**src/rtl/reg_wb_arbiter.sv**
```systemverilog
// reg_wb_arbiter: round-robin arbiter for the register-file write port, one registered writeback stage; define REG_WB_FWD_EN for the forwarding probe
module reg_wb_arbiter #(
  parameter int NREQ  = 3,
  parameter int CNT_W = 16
) (
  input  logic                iClk,
  input  logic                iRst_n,
  input  logic                iStall,
  input  logic [NREQ-1:0]     iReqValid,
  input  logic [5*NREQ-1:0]   iReqAddr,
  input  logic [32*NREQ-1:0]  iReqData,
  output logic [NREQ-1:0]     oReqReady,
  output logic                oWbEna,
  output logic [4:0]          oWbAddr,
  output logic [31:0]         oWbData,
  output logic [CNT_W-1:0]    oWbCount,
  input  logic [4:0]          iRdAddr,
  output logic                oFwdHit,
  output logic [31:0]         oFwdData
);
  localparam int PW = $clog2(NREQ);
  logic [PW-1:0] ptr;
  logic [PW-1:0] nextPtr;
  logic [PW-1:0] idx;
  logic          grantAny;
  logic [4:0]    winAddr;
  logic [31:0]   winData;
  // pick the first valid requester scanning upward from the round-robin pointer
  always_comb begin
    oReqReady = '0;
    grantAny  = 1'b0;
    winAddr   = '0;
    winData   = '0;
    nextPtr   = ptr;
    idx       = '0;
    for (int k = 0; k < NREQ; k++) begin
      idx = (int'(ptr) + k >= NREQ) ? PW'(int'(ptr) + k - NREQ) : PW'(int'(ptr) + k);
      if (!grantAny && iReqValid[idx] && !iStall && iRst_n) begin
        grantAny       = 1'b1;
        oReqReady[idx] = 1'b1;
        winAddr        = iReqAddr[5*idx +: 5];
        winData        = iReqData[32*idx +: 32];
        nextPtr        = (idx == PW'(NREQ - 1)) ? '0 : idx + 1'b1;
      end
    end
  end
  // register the winner; writes to $zero complete but never raise the enable
  always_ff @(posedge iClk or negedge iRst_n) begin
    if (!iRst_n) begin
      ptr      <= '0;
      oWbEna   <= 1'b0;
      oWbAddr  <= '0;
      oWbData  <= '0;
      oWbCount <= '0;
    end else begin
      oWbEna <= grantAny && (winAddr != 5'd0);
      if (grantAny) begin
        ptr     <= nextPtr;
        oWbAddr <= winAddr;
        oWbData <= winData;
      end
      if (oWbEna) oWbCount <= oWbCount + 1'b1;
    end
  end
`ifdef REG_WB_FWD_EN
  assign oFwdHit  = oWbEna && (oWbAddr == iRdAddr) && (iRdAddr != 5'd0);
  assign oFwdData = oFwdHit ? oWbData : 32'd0;
`else
  logic unusedRdAddr;
  assign unusedRdAddr = ^iRdAddr;
  assign oFwdHit      = 1'b0;
  assign oFwdData     = 32'd0;
`endif
endmodule

```
**config.mk**
```make
export PLATFORM = sky130hd
export DESIGN_NAME = reg_wb_arbiter
export DESIGN_NICKNAME = d
export VERILOG_FILES = /design/src/rtl/reg_wb_arbiter.sv
export SDC_FILE = /design/constraint.sdc
export NUM_CORES = 1
export LEC_CHECK = 0
export CORE_MARGIN = 2
export CORE_UTILIZATION = 45
export DETAILED_ROUTE_END_ITERATION = 10
export PLACE_DENSITY = 0.83
export SYNTH_ARGS = -nofsm -noshare
export SYNTH_HDL_FRONTEND = slang
export SYNTH_SLANG_ARGS = --single-unit
```
**constraint.sdc**
```tcl
create_clock -name iClk -period 2.6 [get_ports iClk]
set_input_delay 0.26 -clock iClk [delete_from_list [all_inputs] [get_ports iClk]]
set_output_delay 0.26 -clock iClk [all_outputs]
set_load 0.02 [all_outputs]
```
Word-level counts from Yosys, hierarchy flattened
Cells that the tools add are included.
{ "word_totals": {"reg_bits": 56, "inputBits": 122} }
{ "op_classes": {"mul": 3, "n_lt_le_gt_ge": 9, "n_addsub": 9, "shift": 6, "n_reduce_logical": 18, "mux": 33, "bitwise_logic": 2, "n_eq_ne": 3} }
{ "ops": {"columns": ["cell", "n"], "rows": [
  ["$shiftx A96 B8 Y32", 3],
  ["$mux W32", 3],
  ["$shiftx A15 B6 Y5", 3],
  ["$mux W2", 9],
  ["$add A16 B1 Y16 const B", 1],
  ["$mul A3 B2 Y5 const A", 3],
  ["$mux W5", 3],
  ["$logic_and A1 B1 Y1", 12],
  ["$lt A2 B3 Y1 const B", 3],
  ["$mux W1", 9],
  ["$mux W3", 3],
  ["$add A2 B1 Y2 const B", 3],
  ["$bmux W1 S2", 3],
  ["$demux W1 S2", 3],
  ["$eq A2 B2 Y1 const B", 3],
  ["$ge A2 B1 Y1 const B", 3],
  ["$ge A3 B2 Y1 const B", 2],
  ["$or A3 B3 Y3", 2],
  ["$reduce_bool A5 Y1", 1],
  ["$sub A2 B1 Y2 const B", 2],
  ["$add A2 B1 Y3 const B", 1],
  ["$add A2 B2 Y3 const B", 1],
  ["$logic_not A1 Y1", 3],
  ["$reduce_bool A3 Y1", 1],
  ["3 further kinds", 3]
]} }

Longest topological paths before layout
Gate-level depths: netlist (run 1).
{ "depth": {"word_depth": 19, "ltp_mapped": 11} }

Worst setup path after synthesis (run 1)
OpenSTA, ideal clock, no wires.
{ "synth_timing": {"kind": "reg-to-output", "from": "register ptr[0]", "to": "output oReqReady[2]", "path_stages_with_launch": 11, "arrival_time_ps": 2102, "slack_ps": 238, "path_cell_list": "dfrtp_1 > inv_1 > ha_1 > buf_6 > nand2b_1 > a221oi_4 > a21o_1 > buf_6 > nor2_1 > a222oi_1 > inv_1"} }
{ "synth_between": {"elab_chain_len": 17, "elab_cells_between_ends": 49} }
{ "synth_rtl": {"columns": ["element", "line", "source"], "rows": [
  ["from (decl)", "22", "logic [PW-1:0] ptr;"],
  ["from (signal assigned)", "58", "ptr <= nextPtr;"],
  ["parallel branches: the longest is 16 deep, another holds $add A2 B1 Y3", null, null],
  ["$mux W3 *", "38", "if (!grantAny && iReqValid[idx] && !iStall && iRst_n) begin"],
  ["to (decl)", "12", "output logic [NREQ-1:0] oReqReady,"]
]} }
Every way passes the cells marked *. The select of a mux whose other input is x is not followed.

Worst setup path after layout (run 1)
{ "layout_timing": {"from": "register ptr[1]", "to": "output oReqReady[0]"} }
The elaborated chain is that of the path after synthesis.

==> run summary, run 1 <==
post-synthesis mux area share = 14.4%
main combinational cell family by area after synthesis = compound AO/OA/AOI/OAI gates
syn avg cell area = 7.66 sq um
first-pass GRT wire length = 26.6 mm
core region area = 0.0114 sq mm
synth unique cells = 49
Async SR Flop Fraction = 100%
vias per cell = 5.70
Post-DRT Antenna Nets = 0
fin crit share = 96.8%
Post-Synth XOR/XNOR Area = 2.49%
I/O pin cnt = 212
Relative slew margins = 50.1%
DP Area = 0.00722 sq mm
Largest stage delay, worst path = 0.43 ns
RSZ-0062 raised after global routing = true
DIE HEIGHT = 112 um
sequential share of power = 18.8%
first drt pass iteration count = 5
post-synthesis register bit count = 56
Switching Share = 47.8%
largest net degree at the start of global routing = 57
Leak = 0.00308 uW
Total Routing Usage GR = 25.2%
die width = 112 um
Antenna Cells = 0
run status = finished clean
post-route setup slack = 0.0822 ns
Max Root-Sink Buffers = 2
share of layout cells above drive strength 1 = 9.49%
Post-Synth Adder-Cell Area = 1.18%
compound-cell area share of the yosys netlist = 29.5%
Reg area = 0.00140 sq mm
Critical Path RT = 2.34 ns
P&R area growth vs syn = 40.0%
Clock power frac = 8.6%
Crit. End Element = output pin
Logic pwr share = 72.6%
total wire length = 16.5 mm
initial antenna violation count = 0
Switch Pwr = 3820 uW
clk sinks = 56
WL per Instance = 16.4 um
Final Max Tran Viols = 0
clock slew at reported path FFs = 0.07 ns
origin of the critical flop-to-flop path = ptr[0]
FILL cells = 994
path depth of the worst reg2reg path = 11
Initial DRC Count = 547
CTS tree = built
CP max stage cell = dfrtp_1
number of warnings issued by yosys = 0
Most used DFF post-synth = dfrtp_1
Mapped Area = 0.00529 sq mm
WS Path Type = register to output pin
peak supply drop = 0.000562 V
Layout Skew = 0.00758 ns
R2R Path End = oWbData[22]
H-tree Lvls = 2
critical-path cell list = inv_2 > ha_4 > nor2b_1 > a211o_1 > a21o_1 > buf_4 > or2_1 > o21ai_2 > buf_4
most frequent CP cell = buf_4
fmax = 397 MHz
Post-synth EDFFs = 0
crit path DAT = 2.26 ns
fin nets = 990
synthesized instance count = 690
P_int = 4170 uW
Final Hold Fails = 0
TritonCTS buffer count = 5
crit path max fanout = 7
global route total overflow = 0
DP Worst Slack = -0.110 ns
max cap viols = 0
Slew @ Worst Pin = 0.748 ns
site row count = 39
Worst R2R Setup Slack = 0.17 ns
Die ar. = 0.0126 sq mm
Multi-input gate area = 0.00354 sq mm
post-DP HPWL = 12.2 mm
routability cong. = 0.863
Period minus WS final = 2.52 ns
Power Dens Cells = 1080 mW/mm^2
input/output buffers = 173
clk root buf = clkbuf_16
final core occ = 64.8%
cell area after layout = 0.00740 sq mm
startpoint types = register
simple-gate share of the synthesized area = 15.7%
sequential area share after synthesis = 26.5%
DR vias = 5744
# setup viols final = 0
worst min path class = primary input to asynchronous set/reset pin
Residual DRC = 0
initial core utilization = 46.3%
clk_lat worst skew = 0.29 ns
vias in the first global route = 5434
-- cell type report --
cell class	instances	area share, %
multi-input combinational	570	47.9
timing repair buffer	223	28.4
sequential	56	18.9
tap	143	2.42
clock buffer	5	1.69
inverter	7	0.355
clock inverter	3	0.288
-- critical path: cells and delay by family, from the launching register on --
kind	cells	cell delay [ns]
compound gates	3	0.63
fa+ha+maj	1	0.19
buf+inv	3	0.41
flops	1	0.43
simple gates	2	0.31
-- state kept, by name, summed over array words and instances, names as in the netlist --
register and cells:
oWbAddr 5, oWbCount 16, oWbData 32, oWbEna 1, ptr 2
-- through the flow --
| step | instances | power (uW) | TNS, ns | hold WS [ns] |
|---|---|---|---|---|
| floorplan | 722 | 5290 | 0 | -0.0356 |
| global placement | 995 | 7120 | -0.116 | 0.457 |
| detailed placement | 995 | 7230 | -0.210 | 0.478 |
| CTS | 1006 | 7940 | 0 | 0.218 |
| global route | 1007 | 8590 | -0.0889 | 0.252 |
| finish | 1007 | 7990 | 0 | 0.183 |
-- cell usage after synthesis, drive strengths merged, types with 2 or more instances --
cell / count / share of area (%)
o21ai: 105 / 10
nand2: 91 / 6.5
a21oi: 77 / 7.3
mux2i: 75 / 14
buf: 63 / 7.8
dfrtp: 56 / 27
nor2: 33 / 2.3
nor2b: 32 / 3.9
clkbuf: 26 / 1.8
a22oi: 16 / 2.3
o22ai: 12 / 1.4
a222oi: 11 / 2.1
nand3: 10 / 0.95
xnor2: 10 / 1.7
o2bb2ai: 8 / 1.3
inv: 7 / 0.50
a21o: 6 / 0.85
ha: 5 / 1.2
o211ai: 5 / 0.71
xor2: 5 / 0.83
a2bb2oi: 4 / 0.66
nand2b: 4 / 0.62
o311ai: 4 / 0.66
a211oi: 3 / 0.52
nand4: 3 / 0.36
and3: 2 / 0.24
nor3: 2 / 0.19
o22a: 2 / 0.33
or2: 2 / 0.24
-- routing by layer --
metal / wire [um] / up-vias / GRT usage (%)
met1: 6970 / 2715 / 33.3
met5: 0 / - / 0
met4: 132 / 0 / 6.34
met3: 1200 / 12 / 3.67
met2: 8240 / 246 / 43.5
li1: - / 2771 / -
-- layout by cell type (no fill, tap or decap), types with 12 or more instances in the layout --
cell type          n
a21oi_1           77
a22oi_1           16
buf_4             50
clkdlybuf4s50_1  169
conb_1            33
dfrtp_1           56
mux2i_1           75
nand2_1           91
nor2_1            31
nor2b_1           28
o21ai_0           95
o22ai_1           12
-- power groups by stage --
stage | clock (uW) | combinational [uW] | sequential [uW]
finish | 690 | 5800 | 1500
global route | 725 | 6330 | 1540
CTS | 700 | 5750 | 1490
detailed placement | 0 | 5730 | 1510
global placement | 0 | 5610 | 1510
floorplan | 0 | 3450 | 1840
-- how the worst max path moves through the flow --
stage                 start            to  slack [ns]  depth (start not counted)
2_1_floorplan        ptr[0]  oReqReady[2]        0.24                         10
3_3_place_gp   iReqValid[2]  oReqReady[2]       -0.09                          8
3_5_place_dp   iReqValid[2]  oReqReady[2]       -0.11                          8
4_1_cts              ptr[0]  oReqReady[2]        0.01                          9
5_1_grt              ptr[1]  oReqReady[2]       -0.06                          8
6_report             ptr[1]  oReqReady[0]        0.08                          9
-- logic make-up after synthesis --
| logic type | count (synthesis) |
|---|---|
| AO/OA/AOI/OAI | 259 |
| AND/OR/NAND/NOR | 182 |
| buffers and inverters | 96 |
| multiplexers | 76 |
| flip-flops | 56 |
| XOR/XNOR | 15 |
| adder cells (fa/ha/maj) | 5 |
| other | 1 |
-- what timing repair did --
item,4_1_cts,5_1_grt
gates resized for setup,14,8
hold buffers,0,0
pin swaps,2,2
buffers inserted,3,1
endpoints found under the setup margin,3,11
Note: power is estimated with default switching activity, not from simulation.
==> run 2, diff against run 1 <==
==> constraint.sdc (replaced) <==
create_clock -name iClk -period 2.8 [get_ports iClk]
set_input_delay 0.28 -clock iClk [delete_from_list [all_inputs] [get_ports iClk]]
set_output_delay 0.28 -clock iClk [all_outputs]
set_load 0.02 [all_outputs]
==> run 2 against run 1 <==
  * Via count is 1.0% lower
  * Register-to-register slack improved by 0.13 ns
  * Worst hold slack better by 0.022 ns
  * Design area decreased by 1.1%
  * Non-clock buffer count down 13
  * Critical path depth is the same
  * Sequential share of layout area rose by 0.21 points
  * Die area is the same
  * Sequential power fell by 7%
  * Clock power rose by 15%
  * Critical path type unchanged
  * Largest power group unchanged
==> run summary, run 2 (synthesis results as in run 1) <==
first-pass GRT wire length = 26.6 mm (-0.10%)
Total Routing Usage GR = 25.4% (+0.21 points)
site row count = 39 (unchanged)
vias in the first global route = 5374 (-1.1%)
TritonCTS buffer count = 5 (unchanged)
Power Dens Cells = 1010 mW/mm^2 (-6.1%)
crit path DAT = 2.37 ns (+0.11 ns)
routability cong. = 0.877 (+1.6%)
clock slew at reported path FFs = 0.07 ns (about the same)
fin nets = 977 (-1.3%)
Period minus WS final = 2.65 ns
run status = finished clean
P&R area growth vs syn = 38.4%
Overall Power = 7420 uW (-7.1%)
Worst R2R Setup Slack = 0.30 ns (+0.13 ns)
WL per Instance = 16.7 um (+1.6%)
clk_lat worst skew = 0.29 ns (about the same)
Initial DRC Count = 464 (-15%)
Final Hold Fails = 0 (unchanged)
CTS tree = built
initial core utilization = 46.3% (unchanged)
largest net degree at the start of global routing = 68 (+19%)
vias per cell = 5.73 (+0.37%)
origin of the critical flop-to-flop path = ptr[1]
I/O pin cnt = 212 (unchanged)
Leak = 0.00301 uW (-2.1%)
H-tree Lvls = 2 (unchanged)
global route total overflow = 0 (unchanged)
Antenna Cells = 0 (unchanged)
DIE HEIGHT = 112 um (unchanged)
Largest stage delay, worst path = 0.38 ns (-0.05 ns)
Post-DRT Antenna Nets = 0 (unchanged)
RSZ-0062 raised after global routing = false
Critical Path RT = 2.52 ns (+0.18 ns)
initial antenna violation count = 0 (unchanged)
commonest non-fill, non-tap cells in the layout = clkdlybuf4s50_1, o21ai_0, nand2_1
Slew @ Worst Pin = 0.743 ns (-0.00473 ns)
max cap viols = 0 (unchanged)
first drt pass iteration count = 5 (unchanged)
crit path max fanout = 7 (unchanged)
path depth of the worst reg2reg path = 10 (-1)
# setup viols final = 0 (unchanged)
Final Max Tran Viols = 0 (unchanged)
clk root buf = clkbuf_16
Reg area = 0.00140 sq mm (unchanged)
input/output buffers = 173 (unchanged)
most frequent CP cell = inv_1
# hold bufs at CTS = 0 (unchanged)
Layout Skew = 0.00432 ns (-0.00326 ns)
Crit. End Element = output pin
Biggest register = oWbData
Multi-input gate area = 0.00353 sq mm (-0.32%)
routing usage on met2 = 43.9% (+0.44 points)
post-DP HPWL = 12.1 mm (-0.43%)
Residual DRC = 0 (unchanged)
share of layout cells above drive strength 1 = 7.53% (-2.0 points)
peak supply drop = 0.000711 V (+26%)
GRT Max-Usage Layer = met2
startpoint types = register
WS Path Type = register to output pin
final core occ = 64.1% (-0.71 points)
fin crit share = 94.6%
total wire length = 16.6 mm (+0.21%)
R2R Path End = oWbAddr[4]
most common cell after layout, fill and taps aside = clkdlybuf4s50_1
CP max stage cell = dfrtp_1
worst min path class = primary input to asynchronous set/reset pin
fmax = 378 MHz
FILL cells = 1009 (+1.5%)
Relative slew margins = 50.5% (+0.32 points)
core region area = 0.0114 sq mm (unchanged)
largest registers = oWbData (32), oWbCount (16), oWbAddr (5)
Max Root-Sink Buffers = 2 (unchanged)
die width = 112 um (unchanged)
grt met1 use = 32.5% (-0.77 points)
number of flip-flops in the largest register = 32 (unchanged)
Die ar. = 0.0126 sq mm (unchanged)
clk sinks = 56 (unchanged)
critical-path cell list = inv_1 > ha_4 > nand2b_1 > a221oi_4 > a21o_1 > nor2_2 > a222oi_1 > inv_1 > clkbuf_2
grt met3 use = 4.64% (+0.97 points)
DR vias = 5685 (-1.0%)
run 2: changes by cell type in the layout (fill, tap and decap cells not counted), moves of 2 or more:
cell       previous run  this run
buf_4                50        36
o311ai_0              0         4
o311ai_1              4         0
clkbuf_2              0         3
buf_2                 3         1
bufinv_16             0         2
inv_1                 5         7
inv_2                 2         0
run 2: worst max path at each step:
stage            startpoint            to  slack, ns  depth (start not counted)
2_1_floorplan        ptr[0]  oReqReady[2]       0.42                         10
3_3_place_gp   iReqValid[2]  oReqReady[2]       0.04                          8
3_5_place_dp   iReqValid[2]  oReqReady[2]       0.03                          8
4_1_cts              ptr[0]  oReqReady[2]      -0.05                          9
5_1_grt              ptr[0]  oReqReady[2]       0.02                          9
6_report             ptr[0]  oReqReady[2]       0.15                          9
run 2: critical path, delay by kind of cell, from the launching register on:
kind	cells	cell delay, ns
compound gates	3	0.83
fa+ha+maj	1	0.24
buf+inv	3	0.35
flops	1	0.38
simple gates	2	0.27
run 2: timing repair:
item	4_1_cts	5_1_grt
setup buffers	0	2
pin swaps	1	2
endpoints found under the setup margin	3	3
gates resized for setup	5	6
run 2: per-stage QoR:
step	std cells	hold slack [ns]	area, sq um	setup WS, ns	setup TNS [ns]
after floorplan	722	-0.0156	5410	0.418	0
after global placement	984	0.457	7130	0.0413	0
after detailed placement	984	0.462	7130	0.0270	0
after CTS	991	0.252	7310	-0.0481	-0.0481
after global routing	993	0.282	7320	0.0166	0
final	993	0.205	7320	0.152	0
run 2: power by group:
part,switching [uW],leakage [uW],internal [uW],total [uW]
clock,285,0.0000899,508,793
combinational,2950,0.00222,2290,5240
sequential,251,0.000709,1140,1390
total,3490,0.00301,3930,7420
run 2: routing by layer:
layer	part of all wire (%)	routed length [um]
met3	7.4	1230
met1	42	6930
met2	49	8090
met4	1.9	316
met5	0	0
run 2: area by class of cell:
class	count	area share, %
multi-input combinational	570	48.3
timing repair buffer	210	27.2
sequential	56	19.2
tap	143	2.45
clock buffer	5	1.71
clock inverter	2	0.821
inverter	7	0.359
==> run 3, diff against run 2 <==
--- a/config.mk
+++ b/config.mk
@@ -6,9 +6,10 @@
 export NUM_CORES = 1
 export LEC_CHECK = 0
 export CORE_MARGIN = 2
-export CORE_UTILIZATION = 45
+export CORE_UTILIZATION = 49
 export DETAILED_ROUTE_END_ITERATION = 10
-export PLACE_DENSITY = 0.83
+export DONT_BUFFER_PORTS = 1
 export SYNTH_ARGS = -nofsm -noshare
 export SYNTH_HDL_FRONTEND = slang
 export SYNTH_SLANG_ARGS = --single-unit
+export TNS_END_PERCENT = 20
==> constraint.sdc (replaced) <==
create_clock -name iClk -period 2.8 [get_ports iClk]
set_input_delay 0.28 -clock iClk [delete_from_list [all_inputs] [get_ports iClk]]
set_output_delay 0.28 -clock iClk [all_outputs]
set_load 0.01 [all_outputs]
==> run 3 against run 2 <==
  * First-iteration DRC count is 28% lower
  * Combinational power down 22%
  * Via count shrank 10%
  * Highest routed layer unchanged
  * Setup slack lost 0.075 ns
  * Critical endpoint is now oReqReady[0]
  * Worst hold slack lost 0.079 ns
  * Die area is 7.9% lower
  * Total power fell by 17%
  * Register-to-register slack got worse by 0.06 ns
  * Sequential cell count did not move
  * Global-route usage rose by 1.7 points
  * Design area is 24% lower
  * Clock skew is 0.0042 ns higher
==> run summary, run 3 (synthesis results as in run 1) <==
initial core utilization = 50.8% (+4.5 points)
crit path max fanout = 9 (+2)
Die ar. = 0.0116 sq mm (-7.9%)
die width = 108 um (-4.0%)
post-DP HPWL = 10.7 mm (-11%)
number of flip-flops in the largest register = 32 (unchanged)
clk root buf = clkbuf_8
vias per cell = 6.28 (+9.8%)
cell total after placement = 790 (-20%)
vias in the first global route = 5045 (-6.1%)
Max Root-Sink Buffers = 2 (unchanged)
fmax = 367 MHz (-2.8%)
Final Max Tran Viols = 0 (unchanged)
FILL cells = 1023 (+1.4%)
Power Dens Cells = 1110 mW/mm^2 (+9.9%)
Largest stage delay, worst path = 0.44 ns (+0.06 ns)
P&R area growth vs syn = 4.83%
clk_lat worst skew = 0.33 ns (+0.04 ns)
commonest non-fill, non-tap cells in the layout = o21ai_0, nand2_1, a21oi_1
Slew @ Worst Pin = 0.672 ns (-0.0710 ns)
crit path DAT = 2.44 ns (+0.07 ns)
Total Routing Usage GR = 27.1% (+1.7 points)
I/O pin cnt = 212 (unchanged)
site row count = 37 (-5.1%)
worst min path class = primary input to register
initial antenna violation count = 0 (unchanged)
Antenna Cells = 0 (unchanged)
origin of the critical flop-to-flop path = ptr[0]
Fin Setup TNS = 0 ns (unchanged)
Relative slew margins = 55.2% (+4.7 points)
H-tree Lvls = 2 (unchanged)
total wire length = 16.2 mm (-2.2%)
share of layout cells above drive strength 1 = 9.19% (+1.7 points)
Post-DRT Antenna Nets = 0 (unchanged)
min-delay src = iReqData[61]
Crit. End Element = output pin
CTS tree = built
max cap viols = 0 (unchanged)
run status = finished clean
largest registers = oWbData (32), oWbCount (16), oWbAddr (5)
WL per Instance = 20.0 um (+20%)
first drt pass iteration count = 7 (+2)
Biggest register = oWbData
global route total overflow = 0 (unchanged)
WS Path Type = register to output pin
Overall Power = 6180 uW (-17%)
DIE HEIGHT = 108 um (-4.0%)
clk sinks = 56 (unchanged)
Period minus WS final = 2.72 ns (+0.0753 ns)
Initial DRC Count = 333 (-28%)
Final Non-Filler Cells = 811 (-18%)
# setup viols final = 0 (unchanged)
gate family responsible for the most delay along the worst path = compound AO/OA/AOI/OAI gates
fin nets = 801 (-18%)
Final Hold Fails = 0 (unchanged)
CP max stage cell = dfrtp_1
most common cell after layout, fill and taps aside = o21ai_0
clock slew at reported path FFs = 0.11 ns (+0.04 ns)
routability cong. = 0.805 (-8.2%)
first-pass GRT wire length = 25.2 mm (-5.0%)
Buf+Inv Stages, Crit Path = 2 (-1)
Critical Path Source = ptr[1]
startpoint types = register
peak supply drop = 0.000743 V (+4.5%)
TritonCTS buffer count = 5 (unchanged)
Leak = 0.00231 uW (-24%)
Layout Skew = 0.00848 ns (+0.00416 ns)
fin crit share = 97.3% (+2.7 points)
DR vias = 5096 (-10%)
core region area = 0.0104 sq mm (-8.8%)
RSZ-0062 raised after global routing = true
Residual DRC = 0 (unchanged)
input/output buffers = 0 (-100%)
critical-path cell list = inv_1 > ha_4 > nor2b_1 > a211o_1 > a21o_1 > buf_4 > or2_1 > o21ai_4
Critical Path RT = 2.52 ns (about the same)
largest net degree at the start of global routing = 99 (+46%)
[run 3: cell count changes in the layout (fill, tap and decap cells not counted), sizes merged]
cell	change
clkdlybuf4s50	-169
dlygate4sd3	+1
clkbuf	-3
buf	-5
bufinv	-2
clkinvlp	+1
inv	+2
[run 3: path summary, 6_finish.rpt]
path	end	slack, ns	cells after the start
min	oWbData[29]	0.13	2
max in group asynchronous	ptr[0]	2.02	2
min reg2reg	oWbCount[15]	0.54	1
min in group asynchronous	oWbCount[13]	0.52	2
max reg2reg	ptr[1]	0.24	9
max	oReqReady[0]	0.08	8
[run 3: worst reg2reg max path, cell delays in order, from the launching register on]
cell and delay, ns:
dfrtp_2 0.44, inv_2 0.08, ha_4 0.23, nand2b_4 0.16, a221oi_4 0.31, a21o_1 0.23
buf_4 0.23, buf_4 0.25, nand2b_1 0.34, o221ai_1 0.18
[run 3: metal layers]
metal | wire, um | track usage, % | up-vias
met1 | 6340 | 32.5 | 2435
li1 | - | - | 2392
met3 | 1590 | 7.57 | 28
met4 | 274 | 7.97 | 0
met5 | 0 | 0 | -
met2 | 8010 | 46.9 | 241
[run 3: timing repair]
item | CTS | global route
endpoints found under the hold margin | 56 | 0
pin swaps | 3 | 3
hold buffers | 2 | 0
resized for setup | 2 | 6
setup endpoints to repair | 3 | 4
setup buffers | 6 | 5
[run 3: layout make-up]
type / count / area, sq um / share of cell area, %
Multi-Input combinational cell: 570 / 3550 / 64.1
Clock buffer: 5 / 68.8 / 1.24
Sequential cell: 56 / 1400 / 25.3
Inverter: 7 / 26.3 / 0.474
Clock inverter: 3 / 25.0 / 0.452
Timing Repair Buffer: 34 / 294 / 5.31
Tap cell: 136 / 170 / 3.07
[run 3: per-stage QoR]
stage	setup WS (ns)	util [%]	cell area (sq um)	hold WS [ns]
after floorplan	0.464	-	5410	-0.0156
after global placement	0.176	50.9	5300	-0.0141
after detailed placement	0.0773	50.9	5300	-0.0140
after CTS	0.0235	52.6	5480	0.122
after global routing	-0.0371	53.2	5540	0.123
final	0.0768	53.2	5540	0.126
[run 3: power by group]
group | switching (uW) | internal, uW
Combinational | 2410 | 1680
Sequential | 457 | 1140
Clock | 311 | 184
==> patch 1: new RTL, flow settings as in run 2 <==
The parameter `NREQ` goes from 3 to 2.
--- a/src/rtl/reg_wb_arbiter.sv
+++ b/src/rtl/reg_wb_arbiter.sv
@@ -1,5 +1,5 @@
 // reg_wb_arbiter: round-robin arbiter for the register-file write port, one registered writeback stage; define REG_WB_FWD_EN for the forwarding probe
 module reg_wb_arbiter #(
-  parameter int NREQ  = 3,
+  parameter int NREQ  = 2,
   parameter int CNT_W = 16
 ) (
Interface: changed (resized iReqAddr, iReqData, iReqValid and oReqReady); port bits go from 212 to 173. No check against the original RTL was run, so the function may have changed too.
==> patch 1 against run 2 <==
Synthesized area shrank 48%. Sequential share of layout area increased by 14 points. Non-clock buffer count is 68 lower. Combinational power shrank 82%. Final area is 43% lower. Die area down 46%. Sequential power fell by 24%. Power shrank 65%. Count of clock-buffer cells in the layout grew 1. Routed wire length down 56%. Critical path type is now in2out. Sequential cell count shrank 1. Setup slack gained 0.12 ns.
==> patch 1: results <==
group,metric,value,unit
synthesis,synth_async_sr_flop_share,100.0,%
grt,grt_use_total,21.72,%
power,power_leakage,1.788,nW
clock_network,clk_path_buf_depth,2,
layout,drive_above_1_share,7.824,%
placement,place_hpwl,5622,µm
routing,dr.pass1.iters,4,
routing,routed_via_density,5.017,
synthesis,synth_compound_area_share,16.66,%
synthesis,yosysWarnings,0,
synthesis,synthMuxAreaShare,0.4074,%
clock_network,clk_latency,0.30,ns
placement,gp_congestion,0.8512,
layout,largestRegisters,"oWbData: 32 flops, oWbCount: 16 flops, oWbAddr: 5 flops",
critical_path,cp_max_fo,13,
clock_network,cts_htree_levels,2,
layout,antenna_cells,0,
synthesis,ys.flop_type,"dfrtp_1",
synthesis,synthDistinctLibCells,35,
status,status,"finished, final reports clean",
synthesis,yosysSeqAreaShare,49.80,%
grt,grt_max_degree,47,
hold_path,hp-class,"in2async",
timing,clock-skew-final,0.01027,ns
timing,slew_headroom,60.99,%
routing,initialDrtViolationCount,71,
synthesis,yosys-top-cells-area,"dfrtp_1, buf_4, nor2_1",
layout,final_nets,493,
clock_network,path_clk_slew,0.10,ns
critical_path,r2r_start,"ptr",
layout,fillerInstances,485,
clock_network,clockRootBuffer,"clkbuf_8",
routing,totalWireLength,7320,µm
synthesis,synthTopCellsByCount,"nor2_1, dfrtp_1, buf_4",
routing,drt-wirelength-per-cell,15.12,µm
grt,antenna_found_initial,0,
critical_path,r2r_setup_slack,1.18,ns
synthesis,synth_fa_ha_area_share,0.4527,%
power,vdd_drop_max,0.3191,mV
critical_path,timing.rr.end,"oWbData[6]",
critical_path,worstPathArrival,2.25,ns
clock_network,numCtsBuffers,5,
grt,grt_pass1_vias,2409,
grt,grt_first_pass_wirelength,11190,µm
synthesis,synth-xor-area-share,4.753,%
critical_path,reg2regPathDepth,5,
placement,numPortBuffers,134,
power,power_switching,0.0008632,W
synthesis,synthCells,273,
placement,place_inst,475,
placement,postPlaceCellArea,4070,µm²
-- patch 1: worst max path at each step --
stage | cells past startpoint | from | to | slack, ns
after floorplan | 4 | oWbCount[3] | oWbCount[11] | 1.42
after global placement | 4 | iReqValid[0] | oReqReady[0] | 0.60
after CTS | 5 | iRst_n | oReqReady[0] | 0.27
after detailed placement | 5 | iReqValid[0] | oReqReady[1] | 0.58
final | 5 | iRst_n | oReqReady[0] | 0.27
after global routing | 5 | iRst_n | oReqReady[0] | 0.15
-- patch 1: final cells by class --
| cell class | instances | area (µm²) | area share, % |
|---|---|---|---|
| clock inverters | 2 | 35.03 | 0.8346 |
| multi-input cells | 201 | 1187 | 28.29 |
| clock buffers | 6 | 82.58 | 1.967 |
| inverters | 3 | 11.26 | 0.2683 |
| flip-flops and latches | 55 | 1376 | 32.79 |
| repair buffers | 142 | 1411 | 33.62 |
| well taps | 75 | 93.84 | 2.235 |
-- patch 1: power groups by stage --
stage / clock (W) / sequential (W) / combinational (W)
floorplan: 0 / 0.00124 / 0.000326
global placement: 0 / 0.00106 / 0.000956
detailed placement: 0 / 0.00107 / 0.000972
CTS: 0.000554 / 0.00106 / 0.000978
global route: 0.000585 / 0.00108 / 0.00104
finish: 0.000543 / 0.00105 / 0.000968
-- patch 1: per-stage QoR --
stage,hold slack (ns),utilization (%),setup slack (ns)
6_report,0.4393,70.90,0.2671
5_1_grt,0.4523,70.90,0.1507
4_1_cts,0.4317,70.90,0.2683
3_5_place_dp,0.1731,68.74,0.5835
3_3_place_gp,0.1630,68.74,0.6019
2_1_floorplan,-0.01559,-,1.420
-- patch 1: metal layers --
metal  track usage [%]  vias up  share of wire [%]
li1                  -     1153                  -
met1             24.49     1167                 38
met2             40.16      104                 53
met3             6.630        4                7.9
met4             4.500        0               0.60
met5                 0        -                  0
-- patch 1: cells by family (layout without fill, tap and decap cells) --
| logic type | after synthesis | in the layout |
|---|---|---|
| fa+ha+maj | 1 | 1 |
| flops | 55 | 55 |
| compound gates | 51 | 51 |
| xor+xnor | 15 | 15 |
| buf+inv | 49 | 153 |
| simple gates | 100 | 100 |
| other cells | 1 | 33 |
| mux | 1 | 1 |
-- patch 1: timing repair --
action / in CTS / in global routing
resized for setup: 0 / 0
hold buffers: 1 / 0
setup buffers: 0 / 0
hold endpoints to repair: 9 / 0
-- patch 1: critical path, cell delays in order --
cell	delay (ns)
dlygate4sd3_1	0.56
buf_2	0.30
nand2b_1	0.28
nor2_2	0.20
clkdlybuf4s50_1	0.63
==> patch 2: new RTL, config.mk and constraints of run 2 <==
Without the edit above. Reset style: synchronous (`iRst_n`), changed in one clocked block.
--- a/src/rtl/reg_wb_arbiter.sv
+++ b/src/rtl/reg_wb_arbiter.sv
@@ -46,5 +46,5 @@
   end
   // register the winner; writes to $zero complete but never raise the enable
-  always_ff @(posedge iClk or negedge iRst_n) begin
+  always_ff @(posedge iClk) begin
     if (!iRst_n) begin
       ptr      <= '0;
Behaviour: differs if iRst_n is asserted again (counterexample within 4 cycles, from zero or initial values and one cycle with iRst_n low); with iRst_n held inactive, the same outputs for 4 cycles.
==> patch 2 against run 2 <==
Final area decreased by 0.97%. Setup slack lost 0.0085 ns. Maximum frequency decreased by 0.32%. Core utilization down 1.2 points. Synthesized area rose by 1.7%. Routed wire length up 3.3%. Clock skew increased by 0.0026 ns. Sequential cell count stayed put. Critical path depth down 1. Via count is 3.7% higher. Synthesized cell count grew 7.1%. Global-route usage up 0.47 points. Critical endpoint is now oReqReady[0].
Power is not compared: it rests on default switching activity, and its combinational part moved more than twofold at a synthesized area within 25%.
==> patch 2: results <==
group,metric,value,unit
critical_path,worstPathArrival,2.38,ns
timing,layout_setup_ws,0.1436,ns
clock_network,numCtsBuffers,5,
routing,met3_length,1255,µm
grt,grtUsageMet3,5.035,%
routing,drt-wirelength-per-cell,16.69,µm
layout,antenna_cells,0,
clock_network,clk_latency,0.29,ns
hold_path,hp-start,"oWbAddr[1]",
layout,fillerInstances,1036,
timing,clock-skew-final,0.006963,ns
layout,drive_above_1_share,8.381,%
grt,use_met2,43.55,%
layout,final_nets,1009,
routing,num_vias,5897,
synthesis,yosysSeqAreaShare,20.86,%
critical_path,cp-startpoint,"ptr[0]",
placement,pre_cts_ws,0.01906,ns
critical_path,r2r_start,"ptr[1]",
synthesis,yosysWarnings,0,
timing,tns,0,ns
routing,dr_wl_met2,8250,µm
synthesis,ys.flop_type,"dfxtp_1",
routing,dr.pass1.iters,6,
synthesis,synthDistinctLibCells,48,
timing,holdWs,0.4696,ns
placement,gp_congestion,0.8821,
grt,grt_use_met1,33.99,%
critical_path,cp_max_fo,5,
grt,grt_use_total,25.86,%
placement,place_hpwl,11710,µm
routing,met1Wirelength,7416,µm
grt,grt_first_pass_wirelength,27480,µm
synthesis,yosys-top-cells-area,"dfxtp_1, nand2_1, a21oi_1",
layout,largestRegisters,"oWbData: 32 flops, oWbCount: 16 flops, oWbAddr: 5 flops",
routing,initialDrtViolationCount,638,
synthesis,synthTopCellsByCount,"nand2_1, a21oi_1, o21ai_0",
critical_path,crit_path_end,"oReqReady[0]",
hold_path,min_to,"oWbAddr[1]",
timing,setup_viol,0,
hold_path,hp-class,"reg2reg",
synthesis,synth_async_sr_flop_share,0,%
clock_network,path_clk_slew,0.08,ns
grt,grt_max_degree,73,
critical_path,r2r_setup_slack,0.27,ns
grt,grt_pass1_vias,5610,
timing,tightestPinTransition,0.7229,ns
critical_path,timing.rr.end,"ptr[1]",
status,status,"finished, final reports clean",
## patch 2: changes by cell type in the layout (fill, tap and decap cells not counted), moves of 20 or more
cell	run 2	this run
dfrtp_1	56	0
nand2_1	91	155
mux2i_1	75	46
o21ai_0	95	59
o211ai_1	5	48
dfxtp_1	0	55
o2111ai_1	0	24
nor2_1	31	11
## patch 2: final cells by class
type	instances	area share (%)
clock buffers	5	1.727
clock inverters	3	0.3454
flip-flops and latches	56	15.49
well taps	143	2.469
multi-input cells	610	52.51
inverters	6	0.3108
repair buffers	203	27.15
## patch 2: through the flow
| stage | area [µm²] | instances |
|---|---|---|
| floorplan | 5494 | 771 |
| global placement | 7089 | 1017 |
| detailed placement | 7089 | 1017 |
| CTS | 7236 | 1025 |
| global route | 7246 | 1026 |
| finish | 7246 | 1026 |
## patch 2: what timing repair did
| action | CTS | global route |
|---|---|---|
| buffers inserted | 0 | 1 |
| hold buffers | 0 | 0 |
| pin swaps | 0 | 2 |
| setup endpoints to repair | 3 | 3 |
| gates resized for setup | 3 | 2 |
## patch 2: cell families (layout without fill, tap and decap cells)
group	after synthesis	count (layout)	synth area share (%)
simple gates	239	239	20.28
other cells	1	33	0.06978
fa+ha+maj	5	5	1.164
mux	47	47	8.778
compound gates	274	274	35.27
buf+inv	105	217	11.62
xor+xnor	12	12	1.956
flops	56	56	20.86
## patch 2: power by group
group | leakage (nW) | switching, W | internal [W]
clock | 0.0708 | 0.000317 | 0.000340
sequential | 0.459 | 0.000101 | 0.000917
combinational | 1.85 | 0.00112 | 0.000877
## patch 2: critical path: stages (launching register included)
cell and delay, ns:
dfxtp_1 0.33, inv_1 0.08, ha_4 0.31, mux2_2 0.34
a22oi_2 0.22, a2111oi_4 0.09, a222oi_1 0.32, inv_1 0.10
clkdlybuf4s15_1 0.30
